--- src/rtl/washer_timer.sv ---
// Washer interval timer: prescaled countdown for fill/wash/drain/rinse/spin
// with pause hold and one sticky done flag per completed interval.
module washer_timer #(
    parameter int PRESCALE = 16,
    parameter int T_FILL   = 20,
    parameter int T_WASH   = 60,
    parameter int T_DRAIN  = 15,
    parameter int T_RINSE  = 40,
    parameter int T_SPIN   = 30
) (
    input  logic        clk,
    input  logic        reset,
    input  logic        R,
    input  logic [2:0]  sel,
    input  logic        pause,
    output logic        Tf,
    output logic        Tw,
    output logic        Td,
    output logic        Tr,
    output logic        Ts,
    output logic        busy,
    output logic        paused,
    output logic [15:0] remaining
);

    localparam int PW = (PRESCALE > 1) ? $clog2(PRESCALE) : 1;

    typedef enum logic [1:0] {IDLE, RUN, PAUSED, DONE} state_t;

    state_t        state, state_n;
    logic [PW-1:0] pre, pre_n;
    logic [15:0]   rem_n;
    logic [2:0]    selq, selq_n;
    logic [4:0]    flags, flags_n;
    logic          busy_n, paused_n;
    logic          wrap;

    function automatic logic [15:0] tval(input logic [2:0] s);
        case (s)
            3'd0:    return 16'(T_FILL);
            3'd1:    return 16'(T_WASH);
            3'd2:    return 16'(T_DRAIN);
            3'd3:    return 16'(T_RINSE);
            3'd4:    return 16'(T_SPIN);
            default: return 16'd0;
        endcase
    endfunction

    assign wrap = (pre == PW'(PRESCALE - 1));

    always_comb begin
        state_n = state;
        pre_n   = pre;
        rem_n   = remaining;
        selq_n  = selq;
        flags_n = flags;
        if (R) begin
            flags_n = '0;
            pre_n   = '0;
            if (sel <= 3'd4) begin
                rem_n   = tval(sel);
                selq_n  = sel;
                state_n = RUN;
            end else begin
                rem_n   = '0;
                state_n = IDLE;
            end
        end else begin
            case (state)
                RUN, PAUSED: begin
                    if (remaining == 16'd0) begin
                        state_n = DONE;
                        flags_n = 5'b00001 << selq;
                    end else begin
                        state_n = pause ? PAUSED : RUN;
                        // The resume edge counts, so a hold of N edges
                        // delays completion by exactly N edges.
                        if (!pause) begin
                            pre_n = wrap ? '0 : pre + 1'b1;
                            if (wrap) begin
                                rem_n = remaining - 16'd1;
                                if (remaining == 16'd1) begin
                                    state_n = DONE;
                                    flags_n = 5'b00001 << selq;
                                end
                            end
                        end
                    end
                end
                default: ;
            endcase
        end
        busy_n   = (state_n == RUN) || (state_n == PAUSED);
        paused_n = (state_n == PAUSED);
    end

    always_ff @(posedge clk or posedge reset) begin
        if (reset) begin
            state     <= IDLE;
            pre       <= '0;
            remaining <= '0;
            selq      <= '0;
            flags     <= '0;
            busy      <= 1'b0;
            paused    <= 1'b0;
        end else begin
            state     <= state_n;
            pre       <= pre_n;
            remaining <= rem_n;
            selq      <= selq_n;
            flags     <= flags_n;
            busy      <= busy_n;
            paused    <= paused_n;
        end
    end

    assign {Ts, Tr, Td, Tw, Tf} = flags;

endmodule

--- config.mk ---
export PLATFORM = sky130hd
export DESIGN_NAME = washer_timer
export DESIGN_NICKNAME = d
export VERILOG_FILES = /design/src/rtl/washer_timer.sv
export SDC_FILE = /design/constraint.sdc
export NUM_CORES = 1
export LEC_CHECK = 0
export ABC_CLOCK_PERIOD_IN_PS = 2600
export CAP_MARGIN = 40
export CELL_PAD_IN_SITES_DETAIL_PLACEMENT = 0
export CELL_PAD_IN_SITES_GLOBAL_PLACEMENT = 1
export CORE_AREA = 2 2 51 100
export DETAILED_ROUTE_END_ITERATION = 10
export DIE_AREA = 0 0 53 102
export PLACE_DENSITY = 0.87
export REMOVE_ABC_BUFFERS = 1
export SLEW_MARGIN = 30
export SYNTH_ARGS = -nofsm -noshare
export SYNTH_HDL_FRONTEND = slang
export SYNTH_SLANG_ARGS = --single-unit
--- constraint.sdc ---
create_clock -name clk -period 2.6 [get_ports clk]
set_clock_uncertainty 0.15 [all_clocks]
set_input_delay 0.39 -clock clk [delete_from_list [all_inputs] [get_ports clk]]
set_output_delay 0.39 -clock clk [all_outputs]
set_load 0.1 [all_outputs]
# After elaboration in Yosys (flattened, before gate mapping)
# Cells that the tools add are included.
[classes]
n_addsub = 2
n_lt_le_gt_ge = 1
n_eq_ne = 13
shifts = 1
mux = 26
reduce_logical = 12
[ops]
columns = ["op", "n"]
rows = [
  ["$mux 16", 6],
  ["$mux 5", 6],
  ["$pmux 6 s5", 1],
  ["$mux 4", 5],
  ["$eq 16x1->1 const B", 1],
  ["$logic_not 16->1", 1],
  ["$sub 16x1->16 const B", 1],
  ["$mux 2", 7],
  ["$reduce_and 4->1", 2],
  ["$eq 3x2->1 const B", 2],
  ["$reduce_bool 3->1", 2],
  ["$shl 1x3->5 const A", 1],
  ["$add 4x1->4 const B", 1],
  ["$eq 2x1->1 const B", 2],
  ["$eq 2x2->1 const B", 2],
  ["$eq 4x4->1 const B", 1],
  ["$ne 2x2->1 const B", 2],
  ["$reduce_bool 2->1", 2],
  ["$eq 3x1->1 const B", 1],
  ["$eq 3x3->1 const B", 1],
  ["$le 3x3->1 const B", 1],
  ["$logic_not 3->1", 1],
  ["$ne 3x2->1 const B", 1],
  ["$reduce_and 3->1", 1],
  ["other kinds (4)", 4],
]
[word_totals]
reg_bits = 32
inputBits = 7
out_inout_bits = 23

# Logic depth before layout (Yosys ltp)
[logic_depth]
ltp_word = 9
ltp_mapped = 8

# Worst setup path after synthesis
# No wires, ideal clock.
[synth_path]
path_kind = "reg-to-reg"
start = "register remaining[0]"
end = "register remaining[5]"
setup_ns = 0.119
t_arrival_ns = 2.465
t_required_ns = 2.331
path_slack_ns = -0.134
stages_incl_launch_ff = 9
path_buffers = 1
period_less_slack_ns = 2.734
path_cell_list = "dfrtp_1 inv_1 ha_1 nor4b_1 nand4_1 clkbuf_1 nand3_1 xnor2_1 o21a_1"
[synth_between]
elab_chain_cells = 6
word_cells_on_any_way = 9
classes_between = "1 x add/sub; 1 x eq/ne; 5 x mux; 2 x reduce/logical"
[synth_rtl]
columns = ["item", "line", "source"]
rows = [
  ["start, declared", "23", "output logic [15:0] remaining"],
  ["start signal, assigned", "109", "remaining <= rem_n;"],
  ["$sub 16x1->16", "81", "rem_n = remaining - 16'd1;"],
  ["$mux 16", "80", "if (wrap) begin"],
  ["$mux 16", "78", "if (!pause) begin"],
  ["$mux 16", "71", "if (remaining == 16'd0) begin"],
  ["$mux 16", "69", "case (state)"],
  ["$mux 16", "57", "if (R) begin"],
]
# Several ways; a longest one is shown, not always the timed one. The select of a mux whose other input is x is not followed.
# A chain may end at the register's enable or synchronous reset.

# Worst setup path after layout
[layout_path]
start = "register remaining[2]"
end = "register busy"
[layout_between]
elab_chain_cells = 9
word_cells_on_any_way = 11
classes_between = "3 x eq/ne; 6 x mux; 2 x reduce/logical"
[layout_rtl]
columns = ["item", "line", "source"]
rows = [
  ["$eq 16x1->1", "82", "if (remaining == 16'd1) begin"],
  ["$mux 2", "82", ""],
  ["$mux 2", "80", ""],
  ["$mux 2", "78", ""],
  ["$mux 2 *", "71", ""],
  ["$mux 2 *", "69", ""],
  ["$mux 2 *", "57", ""],
  ["$eq 2x1->1 or $eq 2x2->1 (tied branches)", "93", "busy_n = (state_n == RUN) || (state_n == PAUSED);"],
  ["$logic_or 1x1->1 *", "93", ""],
  ["named net busy_n", "35", "logic busy_n, paused_n;"],
  ["end signal, assigned", "112", "busy <= busy_n;"],
  ["end, declared", "21", "output logic busy,"],
]
# Mark *: on every way through the listed nets, which the timed path passes. The rest lies on a longest branch.

==> results <==
==> state kept, by name, indices dropped and copies added, names as in the netlist <==
| name | count |
|---|---|
| busy | 1 |
| flags | 5 |
| paused | 1 |
| pre | 4 |
| remaining | 16 |
| selq | 3 |
| state | 2 |
==> critical path, delay by kind of cell, from the launching register on <==
family                     cells  cell delay, ns
DFF                            1            0.44
buffers and inverters          1            0.04
AOI/OAI and AO/OA              2            0.33
and+or+nand+nor                3            0.91
adders and majority gates      1            0.31
==> Yosys cell counts, drive strengths merged <==
master  count  area, µm²
and2        1       6.26
mux2i       2       20.0
inv         6       22.5
nor2       27        101
o21ai       9       45.0
nor3        6       52.6
o22a        1       8.76
nand3      13       70.1
a21oi      11       55.1
nor4b       3       56.3
nand4       6       37.5
ha          5       62.6
o32ai       1       8.76
nand4b      3       26.3
mux2        1       11.3
nor4        3       48.8
nor3b       1       7.51
nand3b      1       7.51
clkbuf      6       22.5
xor2       14        123
nand2b      4       25.0
o31ai       1       12.5
and3        3       20.0
nor2b       2       12.5
o211ai      1       7.51
or3         4       26.3
nand2      11       41.3
a31oi       2       12.5
dfrtp      32        801
xnor2       5       51.3
o21a        3       22.5
==> routing by layer <==
layer / global-route usage [%] / vias to the layer above / wire, µm
li1: - / 730 / -
met1: 19.3 / 701 / 1530
met2: 31.9 / 25 / 2310
met3: 2.92 / 7 / 115
met4: 7.69 / 0 / 89
met5: 0 / - / 0
==> worst paths after layout <==
kind / start / endpoint / slack (ns) / depth (start not counted)
setup reg to reg: remaining[2] / busy / 0.32 / 7
min in group clk: flags[1] / flags[1] / 0.38 / 2
max in group asynchronous: reset / remaining[0] / 1.67 / 3
hold reg to reg: flags[1] / flags[1] / 0.38 / 2
hold / removal: reset / remaining[7] / 0.33 / 3
setup / recovery: remaining[2] / busy / 0.32 / 7
==> cell usage in the layout (no fill, tap or decap), drive strengths merged <==
cell           netlist  layout
ha                   5       5
nand4                6       6
nor4                 3       3
nand2b               4       4
o21ai                9       9
buf                  0      28
o32ai                1       1
a31oi                2       2
clkdlybuf4s50        0       6
nor2b                2       2
nand4b               3       3
inv                  6       6
xor2                14      14
and3                 3       3
xnor2                5       5
nor3b                1       1
bufinv               0       1
nor3                 6       6
nand3b               1       1
nor2                27      27
nand3               13      13
dfrtp               32      32
a21oi               11      11
and2                 1       1
nand2               11      11
o21a                 3       3
o31ai                1       1
nor4b                3       3
clkbuf               6       7
or3                  4       4
mux2i                2       2
mux2                 1       1
o22a                 1       1
o211ai               1       1
==> per-stage QoR <==
stage	instance area (µm²)	power, mW	std cells	util (%)
floorplan	1800	0.781	182	-
global placement	2140	0.865	271	46.6
detailed placement	2140	0.870	271	46.6
CTS	2270	1.41	279	49.3
global route	2270	1.45	279	49.3
finish	2270	1.39	279	49.3
==> power by group through the flow <==
| stage | logic (mW) | registers, mW | clock network, mW |
|---|---|---|---|
| after floorplan | 0.116 | 0.665 | 0 |
| after global placement | 0.300 | 0.566 | 0 |
| after detailed placement | 0.303 | 0.567 | 0 |
| after CTS | 0.304 | 0.557 | 0.545 |
| after global routing | 0.326 | 0.561 | 0.559 |
| final | 0.301 | 0.558 | 0.527 |
==> layout make-up <==
cell class | instances | area, µm² | area share, %
well taps | 55 | 68.8 | 3.03
inverters | 6 | 22.5 | 0.993
clock buffers | 7 | 96.3 | 4.25
repair buffers | 34 | 270 | 11.9
multi-input cells | 144 | 980 | 43.2
clock inverters | 1 | 30.0 | 1.32
flip-flops and latches | 32 | 801 | 35.3
==> cell families (layout without fill, tap and decap cells) <==
kind of cell	Yosys count	after routing	share of synthesized area [%]
compound gates	29	29	9.46
xor+xnor	19	19	9.53
fa+ha+maj	5	5	3.43
buf+inv	12	48	2.47
flops	32	32	43.9
mux	3	3	1.71
simple gates	88	88	29.5
==> metrics.md <==
| Metric | Value |
|---|---|
| Area grow syn2layout | 24.3% |
| Syn Std Cell Area | ~1800 µm² |
| Iter 0 DRT Violations | 13 |
| Logic pwr share | 21.7% |
| Final period utilization | 87.6% |
| Peak Freq | 439 MHz |
| PD cells | approximately 610 nW/µm² |
| # rows | 35 |
| First-pass GRT wire length | 6.96 mm |
| Fillers | ~450 |
| Fin. Hold Viols | 0 |
| Slew headroom | 66.9% |
| HP Class | in -> async |
| GRT overflow | 0 |
| Sequential power share | between 40% and 50% |
| Final Max Slew Viols | 0 |
| Max-Cap Viols | 0 |
| Crit-path max FO | 6 |
| Reg clk slew, reported paths | 0.07 ns |
| Critical Path RT | 2.64 ns |
| Setup WS pre-CTS | about 0.31 ns |
| Detail Placement HPWL | about 3 mm |
| Clock group share of total power | between 30% and 40% |
| Worst slew pin tran | 0.495 ns |
| Clk sink count | 32 |
| Post-CTS Setup Bufs | 0 |
| Peak supply drop | 472 µV |
| Via count | 1463 |
| Pre-Repair DR Iteration Count | 4 |
| Yosys cell types | 39 |
| Critical path launch point type | register |
| CP Capture Type | register |
| Switching share of power | 31.4% |
| Worst hold slack | ~0.33 ns |
| CORE AREA | 4600 µm² |
| Critical Path, Cell by Cell | or3_2 > nor2_1 > nand2b_1 > a31oi_1 > o21ai_0 > ha_1 > inv_1 |
| Yosys warns | 0 |
| WS Path Type | reg -> reg |
| Die Wd | 53 µm |
| Die footprint | 5410 µm² |
| Leak | 1.00 nW |
| H-tree levels | 2 |
| Placer Congestion | about 0.8 |
| Via density | between 5 and 6 |
| Initial Util | 39.7% |
| P_int | 0.950 mW |
| Hold-fix buffers at CTS | 0 |
| Nets | approximately 240 |
| Share of layout cells above drive strength 1 | a little over a fifth |
| Slowest CP cell | or3_2 |
| Switch Pwr | 0.435 mW |
| Root buffer cell | clkbuf_8 |
| CTS tree | yes |
| Setup_tns | 0 ns |
| Die H | 102 µm |
| Antenna Violating Nets Remaining | 0 |
| Diode count | 0 |
| Initial antenna violation count | 0 |
| Crit path largest cell delay | 0.58 ns |
| Count of final setup violators | 0 |
| RSZ-0062 raised after global routing | no |
| Synthesis-stage register bit count | 32 |
| Port bufs | 29 |
| Setup ws final | between 0.3 and 0.4 ns |
| Fin crit period | 2.28 ns |
| Worst skew pair latency | between 0.2 and 0.3 ns |
| Final WL | 4.04 mm |
| Avg WL per Cell | ~14 µm |
| Syn Inst Count | 188 |
| Global Route Usage Sum | ~18% |
| Avg Inst Size Synth | 9.71 µm² |
| CTS buffer count | 5 |
| CTS Buffer Depth | 2 |
| Residual DRC | 0 |
| I/O pins | 30 |
| Sequential fraction of the synthesis area | 43.9% |
| Post-cts resize count | 0 |
| Status | finished clean |
| Largest net degree at the start of global routing | 33 |
| Vias in the first global route | 1470 |
| Arr. time, crit path | between 2 and 2.5 ns |
Note: power is estimated with default switching activity, not from simulation.
